$ cat src/rtl/bpsk_symbol_slicer_if.sv
// Bit stream from the BPSK slicer to its consumer over a valid/ready handshake.
// soft_data is present only when BPSK_SLICER_SOFT_OUT_EN is defined.
interface bpsk_symbol_slicer_if;
    logic       bit_data;
    logic       bit_valid;
    logic       bit_ready;
`ifdef BPSK_SLICER_SOFT_OUT_EN
    logic [7:0] soft_data;

    modport master (output bit_data, output bit_valid, output soft_data, input bit_ready);
    modport slave  (input bit_data, input bit_valid, input soft_data, output bit_ready);
`else
    modport master (output bit_data, output bit_valid, input bit_ready);
    modport slave  (input bit_data, input bit_valid, output bit_ready);
`endif
endinterface

$ cat src/rtl/bpsk_symbol_slicer.sv
// BPSK symbol slicer: after preamble lock, aligns to the symbol boundary and slices each
// symbol by square-wave correlation. Define BPSK_SLICER_SOFT_OUT_EN for the soft confidence output.
module bpsk_symbol_slicer #(
    parameter int DATA_WIDTH   = 8,
    parameter int WAVELENGTH   = 8,
    parameter int AMPLITUDE    = 128,
    parameter int PAYLOAD_BITS = 16,
    parameter int OFFSET_WIDTH = 7
) (
    input  logic                    clk,
    input  logic                    rst_n,
    input  logic [DATA_WIDTH-1:0]   signal,
    input  logic [OFFSET_WIDTH-1:0] lock_offset,
    input  logic                    lock_valid,
    bpsk_symbol_slicer_if.master    bit_if,
    output logic                    frame_done,
    output logic                    overflow,
    output logic                    busy
);

    localparam int K_W        = $clog2(WAVELENGTH);
    localparam int ACC_W      = DATA_WIDTH + 1 + K_W;
    localparam int HALF       = WAVELENGTH / 2;
    localparam int SYM_W      = (PAYLOAD_BITS > 1) ? $clog2(PAYLOAD_BITS) : 1;
    localparam int SOFT_SHIFT = (DATA_WIDTH + K_W > 7) ? (DATA_WIDTH + K_W - 7) : 0;

    localparam logic signed [DATA_WIDTH:0] AMP_S    = (DATA_WIDTH + 1)'(AMPLITUDE);
    localparam logic [K_W-1:0]             K_LAST   = K_W'(WAVELENGTH - 1);
    localparam logic [K_W-1:0]             K_HALF   = K_W'(HALF);
    localparam logic [SYM_W-1:0]           SYM_LAST = SYM_W'(PAYLOAD_BITS - 1);

    typedef enum logic [1:0] {
        IDLE  = 2'd0,
        ALIGN = 2'd1,
        INTEG = 2'd2
    } state_t;

    state_t                  state_q, state_d;
    logic [OFFSET_WIDTH-1:0] align_cnt_q, align_cnt_d;
    logic [K_W-1:0]          k_q, k_d;
    logic signed [ACC_W-1:0] acc_q, acc_d;
    logic [SYM_W-1:0]        sym_cnt_q, sym_cnt_d;
    logic                    bit_data_q, bit_data_d;
    logic                    bit_valid_q, bit_valid_d;
    logic                    frame_done_q, frame_done_d;
    logic                    overflow_q, overflow_d;

    logic signed [DATA_WIDTH:0] sample_s;
    logic signed [ACC_W-1:0]    sample_ext;
    logic signed [ACC_W-1:0]    acc_next;
    logic                       decision;
    logic                       dec_bit;
    logic                       accept;

`ifdef BPSK_SLICER_SOFT_OUT_EN
    logic [7:0]       soft_data_q, soft_data_d;
    logic [ACC_W-1:0] acc_abs;
    logic [31:0]      acc_scaled;
    logic [7:0]       soft_val;
`endif

    // Carrier correlation: +1 weight in the first half-period, -1 in the second.
    always_comb begin
        sample_s   = $signed({1'b0, signal}) - AMP_S;
        sample_ext = {{(ACC_W - DATA_WIDTH - 1){sample_s[DATA_WIDTH]}}, sample_s};
        acc_next   = (k_q < K_HALF) ? (acc_q + sample_ext) : (acc_q - sample_ext);
    end

`ifdef BPSK_SLICER_SOFT_OUT_EN
    // Magnitude of the final correlation, scaled down and clamped to 8 bits.
    always_comb begin
        acc_abs    = acc_next[ACC_W-1] ? ACC_W'(-acc_next) : ACC_W'(acc_next);
        acc_scaled = 32'(acc_abs) >> SOFT_SHIFT;
        soft_val   = (acc_scaled > 32'd255) ? 8'd255 : acc_scaled[7:0];
    end
`endif

    always_comb begin
        state_d      = state_q;
        align_cnt_d  = align_cnt_q;
        k_d          = k_q;
        acc_d        = acc_q;
        sym_cnt_d    = sym_cnt_q;
        frame_done_d = 1'b0;
        decision     = 1'b0;
        dec_bit      = 1'b0;

        case (state_q)
            IDLE: begin
                if (lock_valid) begin
                    state_d     = ALIGN;
                    align_cnt_d = lock_offset;
                end
            end
            ALIGN: begin
                if (!lock_valid) begin
                    state_d = IDLE;
                end else if (align_cnt_q == '0) begin
                    state_d   = INTEG;
                    k_d       = '0;
                    acc_d     = '0;
                    sym_cnt_d = '0;
                end else begin
                    align_cnt_d = align_cnt_q - 1'b1;
                end
            end
            INTEG: begin
                // Losing lock discards the partial symbol without a decision.
                if (!lock_valid) begin
                    state_d = IDLE;
                    k_d     = '0;
                    acc_d   = '0;
                end else if (k_q == K_LAST) begin
                    decision  = 1'b1;
                    dec_bit   = ~acc_next[ACC_W-1];
                    acc_d     = '0;
                    k_d       = '0;
                    sym_cnt_d = sym_cnt_q + 1'b1;
                    if (sym_cnt_q == SYM_LAST) begin
                        frame_done_d = 1'b1;
                        state_d      = IDLE;
                        sym_cnt_d    = '0;
                    end
                end else begin
                    acc_d = acc_next;
                    k_d   = k_q + 1'b1;
                end
            end
            default: begin
                state_d = IDLE;
            end
        endcase
    end

    // Output holding register: a new decision always wins; overflow marks a lost bit.
    always_comb begin
        accept      = bit_valid_q & bit_if.bit_ready;
        bit_data_d  = bit_data_q;
        bit_valid_d = bit_valid_q;
        overflow_d  = overflow_q;
`ifdef BPSK_SLICER_SOFT_OUT_EN
        soft_data_d = soft_data_q;
`endif
        if (accept) begin
            bit_valid_d = 1'b0;
        end
        if (decision) begin
            bit_data_d  = dec_bit;
            bit_valid_d = 1'b1;
`ifdef BPSK_SLICER_SOFT_OUT_EN
            soft_data_d = soft_val;
`endif
            if (bit_valid_q && !bit_if.bit_ready) begin
                overflow_d = 1'b1;
            end
        end
    end

    always_ff @(posedge clk or negedge rst_n) begin
        if (!rst_n) begin
            state_q      <= IDLE;
            align_cnt_q  <= '0;
            k_q          <= '0;
            acc_q        <= '0;
            sym_cnt_q    <= '0;
            bit_data_q   <= 1'b0;
            bit_valid_q  <= 1'b0;
            frame_done_q <= 1'b0;
            overflow_q   <= 1'b0;
        end else begin
            state_q      <= state_d;
            align_cnt_q  <= align_cnt_d;
            k_q          <= k_d;
            acc_q        <= acc_d;
            sym_cnt_q    <= sym_cnt_d;
            bit_data_q   <= bit_data_d;
            bit_valid_q  <= bit_valid_d;
            frame_done_q <= frame_done_d;
            overflow_q   <= overflow_d;
        end
    end

`ifdef BPSK_SLICER_SOFT_OUT_EN
    always_ff @(posedge clk or negedge rst_n) begin
        if (!rst_n) begin
            soft_data_q <= '0;
        end else begin
            soft_data_q <= soft_data_d;
        end
    end

    assign bit_if.soft_data = soft_data_q;
`endif

    assign bit_if.bit_data  = bit_data_q;
    assign bit_if.bit_valid = bit_valid_q;
    assign frame_done       = frame_done_q;
    assign overflow         = overflow_q;
    assign busy             = (state_q != IDLE);

endmodule

$ cat src/flat_wrapper.sv
// flat-port wrapper written by rule: the top's interface ports become plain ports
module bpsk_symbol_slicer_flat 
#(
    parameter int DATA_WIDTH   = 8,
    parameter int WAVELENGTH   = 8,
    parameter int AMPLITUDE    = 128,
    parameter int PAYLOAD_BITS = 16,
    parameter int OFFSET_WIDTH = 7
)
  (clk, rst_n, signal, lock_offset, lock_valid, frame_done, overflow, busy, bit_if_bit_data, bit_if_bit_valid, bit_if_bit_ready);
  bpsk_symbol_slicer_if bit_if_i ();
  input  logic clk;
  input  logic rst_n;
  input  logic [DATA_WIDTH-1:0] signal;
  input  logic [OFFSET_WIDTH-1:0] lock_offset;
  input  logic lock_valid;
  output logic frame_done;
  output logic overflow;
  output logic busy;
  output wire logic [$bits(bit_if_i.bit_data)-1:0] bit_if_bit_data;
  output wire logic [$bits(bit_if_i.bit_valid)-1:0] bit_if_bit_valid;
  input wire logic [$bits(bit_if_i.bit_ready)-1:0] bit_if_bit_ready;
  assign bit_if_bit_data = bit_if_i.bit_data;
  assign bit_if_bit_valid = bit_if_i.bit_valid;
  assign bit_if_i.bit_ready = bit_if_bit_ready;
  bpsk_symbol_slicer #(.DATA_WIDTH(DATA_WIDTH), .WAVELENGTH(WAVELENGTH), .AMPLITUDE(AMPLITUDE), .PAYLOAD_BITS(PAYLOAD_BITS), .OFFSET_WIDTH(OFFSET_WIDTH)) u_core (.clk(clk), .rst_n(rst_n), .signal(signal), .lock_offset(lock_offset), .lock_valid(lock_valid), .bit_if(bit_if_i), .frame_done(frame_done), .overflow(overflow), .busy(busy));
endmodule
$ cat config.mk
export PLATFORM = sky130hd
export DESIGN_NAME = bpsk_symbol_slicer_flat
export DESIGN_NICKNAME = d
export VERILOG_FILES = /design/src/rtl/bpsk_symbol_slicer_if.sv /design/src/rtl/bpsk_symbol_slicer.sv /design/src/flat_wrapper.sv
export SDC_FILE = /design/constraint.sdc
export NUM_CORES = 1
export LEC_CHECK = 0
export CAP_MARGIN = 10
export CORE_UTILIZATION = 51
export CTS_BUF_LIST = sky130_fd_sc_hd__clkbuf_4 sky130_fd_sc_hd__clkbuf_8 sky130_fd_sc_hd__clkbuf_16
export DETAILED_ROUTE_END_ITERATION = 8
export PLACE_DENSITY = 0.73
export SKIP_LAST_GASP = 1
export SLEW_MARGIN = 20
export SYNTH_ARGS = -nofsm -noshare
export SYNTH_HDL_FRONTEND = slang
export SYNTH_SLANG_ARGS = --single-unit
$ cat constraint.sdc
create_clock -name clk -period 2.55 [get_ports clk]
set_input_delay 0.3825 -clock clk [delete_from_list [all_inputs] [get_ports clk]]
set_output_delay 0.3825 -clock clk [all_outputs]
set_load 0.01 [all_outputs]
; Word level (Yosys, flattened, before mapping)
; Cells that the tools add are included.
[classes]
eq_ne = 13
n_mux = 40
addsub = 6
n_lt_le_gt_ge = 1
bitwise_logic = 2
reduce_logical = 13
[ops]
columns = operator, count
row1 = $mux 12, 5
row2 = $pmux 12 s2, 1
row3 = $mux 7, 3
row4 = $mux 4, 5
row5 = $pmux 7 s2, 1
row6 = $add 12x9->12, 1
row7 = $mux 1, 12
row8 = $mux 2, 6
row9 = $mux 3, 4
row10 = $sub 12x9->12, 1
row11 = $ne 3x2->1 const B, 3
row12 = $sub 8x8->9 const B, 1
row13 = $ne 2x2->1 const B, 4
row14 = $pmux 4 s2, 1
row15 = $reduce_and 4->1, 2
row16 = $reduce_bool 2->1, 4
row17 = $logic_not 7->1, 1
row18 = $sub 7x1->7 const B, 1
row19 = $pmux 2 s3, 1
row20 = $pmux 3 s2, 1
row21 = $reduce_and 5->1, 1
row22 = $add 4x1->4 const B, 1
row23 = $eq 4x4->1 const B, 1
row24 = $ne 2x1->1 const B, 2
row25 = 12 further kinds, 12
[word_totals]
regBits = 32
elab_cells = 84

; Depth between registers and ports, before layout
; Gate-level depths: netlist (run 1).
[logic_depth]
word_depth = 7
depth_mapped = 13

; Worst setup path before layout (run 1)
; No wires, ideal clock.
[synth_timing]
kind = in2reg
start = in signal[0]
end = reg u_core.acc_q[11]
stages = 13
setup_ns = 0.132
arrival_time_ns = 2.510
slack_ns = -0.092
t_required_ns = 2.418
cell_sequence = inv_1 ha_1 nor2b_1 nand2_1 and3_1 nor2_1 ha_1 and3_1 o2bb2ai_2 or3_4 o2111a_1 a211oi_1 o31ai_1
[synth_via]
elab_chain_cells = 6
word_cells_on_any_way = 7
[synth_rtl]
columns = item, line
row1 = start: declaration, flat_wrapper.sv:14  ; input logic [DATA_WIDTH-1:0] signal;
row2 = $sub 8x8->9 (*), bpsk_symbol_slicer.sv:64  ; sample_s = $signed({1'b0, signal}) - AMP_S;
row3 = $sub 12x9->12 / $add 12x9->12 (equally long branches), bpsk_symbol_slicer.sv:66  ; acc_next = (k_q < K_HALF) ? (acc_q + sample_ext) : (acc_q - sample_ext);
row4 = $mux 12 (*), bpsk_symbol_slicer.sv:66
row5 = $mux 12 (*), bpsk_symbol_slicer.sv:113  ; end else if (k_q == K_LAST) begin
row6 = $mux 12 (*), bpsk_symbol_slicer.sv:109  ; if (!lock_valid) begin
row7 = $pmux 12 s2 (*), bpsk_symbol_slicer.sv:88  ; case (state_q)
row8 = end signal: assignment, bpsk_symbol_slicer.sv:164  ; acc_q <= '0;
row9 = end signal: assignment, bpsk_symbol_slicer.sv:174  ; acc_q <= acc_d;
row10 = end: declaration, bpsk_symbol_slicer.sv:41  ; logic signed [ACC_W-1:0] acc_q, acc_d;
; Mark *: on every way between the ends. The rest lies on a longest branch, timed or not.
; A chain may end at the register's enable or synchronous reset.

; Final worst setup path (run 1)
[layout_timing]
start = in signal[1]
end = reg u_core.acc_q[11]
; Same word-level chain as after synthesis.

==> results of run 1 <==
-- state kept, by name (all words and copies together), names as in the netlist --
signal                   count
u_core.align_cnt_q           7
u_core.bit_if.bit_valid      1
u_core.k_q                   3
u_core.overflow              1
u_core.frame_done            1
u_core.sym_cnt_q             4
u_core.state_q               2
u_core.acc_q                12
u_core.bit_if.bit_data       1
-- cell usage after synthesis, drive strengths merged, types with 2 or more instances --
library cell	number	area, sq um
dfrtp	32	801
o21ai	26	134
nand2	22	82.6
a21oi	19	110
nor2	18	67.6
ha	17	213
inv	17	63.8
nand3	9	45.0
xnor2	7	61.3
buf	6	35.0
nand2b	6	37.5
nor2b	6	37.5
nor3	6	35.0
o31ai	6	45.0
a211oi	5	37.5
and2	5	32.5
and3	5	31.3
a21o	4	30.0
xor2	4	35.0
a32o	3	30.0
clkbuf	3	21.3
o211ai	3	22.5
or3	3	23.8
a21boi	2	15.0
a31oi	2	12.5
nor3b	2	15.0
nor4	2	27.5
o21a	2	15.0
-- layout make-up --
| type | count | area [sq um] | area share (%) |
|---|---|---|---|
| Clock buffer | 7 | 90.1 | 2.86 |
| Timing Repair Buffer | 69 | 568 | 18.0 |
| Clock inverter | 1 | 7.51 | 0.238 |
| Tap cell | 52 | 65.1 | 2.07 |
| Inverter | 17 | 63.8 | 2.03 |
| Multi-Input combinational cell | 203 | 1550 | 49.3 |
| Sequential cell | 32 | 802 | 25.5 |
-- power breakdown --
part,switching (mW),internal (mW),total (mW)
Sequential,0.110,0.629,0.738
Combinational,0.549,0.594,1.14
Clock,0.200,0.230,0.430
Total,0.859,1.45,2.31
-- kinds of logic (layout without fill, tap and decap cells) --
group | after synthesis | count (layout) | share of synthesized area (%)
AO/OA/AOI/OAI | 82 | 82 | 23.6
buffers and inverters | 26 | 94 | 5.17
multiplexers | 2 | 2 | 0.915
AND/OR/NAND/NOR | 89 | 89 | 20.7
XOR/XNOR | 12 | 12 | 5.11
flip-flops | 32 | 32 | 34.4
adder cells (fa/ha/maj) | 18 | 18 | 10.0
-- layer usage --
metal | up-vias | part of all wire (%) | wire (microns) | track usage (%)
li1 | 1076 | - | - | -
met1 | 1073 | 44 | 2650 | 31.5
met2 | 38 | 51 | 3070 | 44.4
met3 | 11 | 2.9 | 172 | 3.63
met4 | 0 | 2.1 | 129 | 9.98
met5 | - | 0 | 0 | 0
-- placed cells by master (no fill, tap or decap), drive strengths merged, types with 2 or more instances in the layout --
master         synthesis  routed
nor2                  18      18
o31ai                  6       6
nor2b                  6       6
and2                   5       5
inv                   17      17
a21oi                 19      19
o21a                   2       2
xor2                   4       4
buf                    6      51
a32o                   3       3
o211ai                 3       3
a21boi                 2       2
or3                    3       3
dfrtp                 32      32
xnor2                  7       7
nor3                   6       6
ha                    17      17
nor3b                  2       2
clkbuf                 3       8
a21o                   4       4
o21ai                 26      26
and3                   5       5
a31oi                  2       2
nand3                  9       9
nand2                 22      22
clkdlybuf4s50          0      16
nor4                   2       2
a211oi                 5       5
nand2b                 6       6
-- repair_timing --
item / 4_1_cts / 5_1_grt
buffers inserted: 5 / 6
resized for setup: 34 / 27
setup endpoints to repair: 8 / 6
gates cloned: 0 / 0
pin swaps: 10 / 22
-- metrics by stage --
| step | power (mW) | util (%) |
|---|---|---|
| global route | 2.48 | 72.4 |
| CTS | 2.16 | 68.9 |
| floorplan | 1.33 | - |
| finish | 2.31 | 72.4 |
| detailed placement | 1.69 | 65.2 |
| global placement | 1.65 | 65.2 |
-- worst max path at each step --
stage,from,endpoint,slack [ns]
floorplan,signal[0],u_core.acc_q[11],0.02
global placement,signal[0],u_core.acc_q[11],-0.58
detailed placement,signal[1],u_core.acc_q[11],-0.62
CTS,signal[4],u_core.acc_q[11],0.003
global route,signal[1],u_core.bit_if.bit_data,-0.16
finish,signal[1],u_core.acc_q[11],-0.07
-- worst reg2reg max path, stage by stage (launching register included) --
cell       delay, ns
dfrtp_2         0.49
buf_6           0.15
a21oi_4         0.10
xnor2_1         0.13
ha_1            0.27
a21o_1          0.23
o2bb2ai_4       0.15
or3_4           0.42
o2111a_1        0.27
a211oi_2        0.14
o31ai_1         0.09
==> impl_metrics.json, run 1 <==
{
  "status": "complete, but fails checks",
  "violations": "setup timing",
  "drt-wirelength-per-cell_microns": 15.8,
  "ir_drop_mv": 0.473,
  "floorplan.rows": 24,
  "cp_num_buf_inv": 2,
  "grt_pass1_wl_mm": 9.72,
  "cpPeakStageDelay_ns": 0.42,
  "dr_total_vias": 2198,
  "hold_class": "primary input to asynchronous set/reset pin",
  "dieArea_sq_mm": 0.00483,
  "hold_buffers": 0,
  "holdWs_ns": 0.482,
  "finClkSkew_ns": 0.00815,
  "clock_latency_ns": 0.29,
  "reg2reg_slack_ns": 0,
  "dpl_cell_area_sq_mm": 0.00284,
  "yosys_most_used_dff": "dfrtp_1",
  "via_per_inst": 5.77,
  "coreArea_sq_mm": 0.00435,
  "slew_violations": 0,
  "rsz0062_at_grt": "yes",
  "slowest_stage": "or3_4",
  "drtPass1Iterations": 4,
  "ant_nets": 0,
  "critPathArrivalTime_ns": 2.78,
  "cpMostUsedCell": "ha_4",
  "dp_slack_ns": -0.618,
  "drive_above_1_share_pct": 29.8,
  "yosys_register_bits": 32,
  "fin_setup_tns_ns": -0.140,
  "leakagePower_nw": 1.43,
  "netlist_instances": 261,
  "die_w_microns": 69.5,
  "reg2reg_from": "u_core.k_q[2]",
  "route.detailed.drc": 0,
  "dp_hpwl_mm": 3.96,
  "initial_utilization_pct": 53.4,
  "port_buffers": 23,
  "synth_edf_count": 0,
  "p_per_area_mw_per_mm2": 734,
  "fin_ws_ns": -0.0736,
  "post-place-cells": 362,
  "layout.nets": 365,
  "grt.overflow.total": 0,
  "clk_pin_slew_ns": 0.07,
  "async_flop_share_pct": 100,
  "antenna_cells": 0,
  "period_minus_slack_ns": 2.62,
  "fmax_ghz": 0.381,
  "crit_type": "primary input to flip-flop",
  "drv_cap": 0,
  "cts_num_sinks": 32,
  "cts-root-buf": "clkbuf_8",
  "synth_cell_type_count": 59,
  "worst_pin_slew_ns": 0.581,
  "ys_seq_area_share_pct": 34.4,
  "cts_tree": "built",
  "required_ns": 2.71,
  "syn_nets": 298,
  "grt_max_degree": 33,
  "cp.depth": 14,
  "avgSynthCellArea_sq_um": 8.91,
  "clockBufferDepth": 2,
  "wl_mm": 6.03,
  "pin_count": 24,
  "reg2reg_depth": 10,
  "final_cells": 381,
  "cp_cell_sequence": "buf_2 > inv_2 > ha_4 > nor2b_4 > nand2_1 > and3_4 > nor2_2 > ha_4 > a21oi_2 > o2bb2ai_4 > or3_4 > o2111a_1 > a211oi_2 > o31ai_1",
  "die_h_microns": 69.5,
  "r2r_end": "u_core.acc_q[11]",
  "ys_warn_count": 0,
  "slew_headroom_pct": 61.3,
  "fin_area_sq_mm": 0.00315,
  "report.final.hold_viol_count": 0,
  "track_usage_pct": 25.4,
  "cp_top_family": "simple AND/OR/NAND/NOR gates",
  "setup_violations": 2,
  "antenna_found_initial": 0,
  "post-route-period-util_pct": 103,
  "end_kind": "flip-flop",
  "cts_made_buffers": 5,
  "fillCellCount": 333,
  "dr.first_iter.drc_count": 148,
  "areaGrowthSynthToFinish_pct": 35.5,
  "startpoint_type": "primary input",
  "cts_max_level": 2,
  "synthesis.area_sq_mm": 0.00232,
  "grt_pass1_vias": 2178,
  "gp_congestion": 0.834,
  "cp_max_fo": 6
}
(Power assumes the default switching activity.)
==> run 2: changes to the inputs <==
--- a/config.mk
+++ b/config.mk
@@ -5,7 +5,7 @@
 export SDC_FILE = /design/constraint.sdc
 export NUM_CORES = 1
 export LEC_CHECK = 0
-export CAP_MARGIN = 10
+export CAP_MARGIN = 20
 export CORE_UTILIZATION = 51
 export CTS_BUF_LIST = sky130_fd_sc_hd__clkbuf_4 sky130_fd_sc_hd__clkbuf_8 sky130_fd_sc_hd__clkbuf_16
 export DETAILED_ROUTE_END_ITERATION = 8
==> results of run 2 <==
The final DEF is identical to that of run 1; final timing and power are the same.
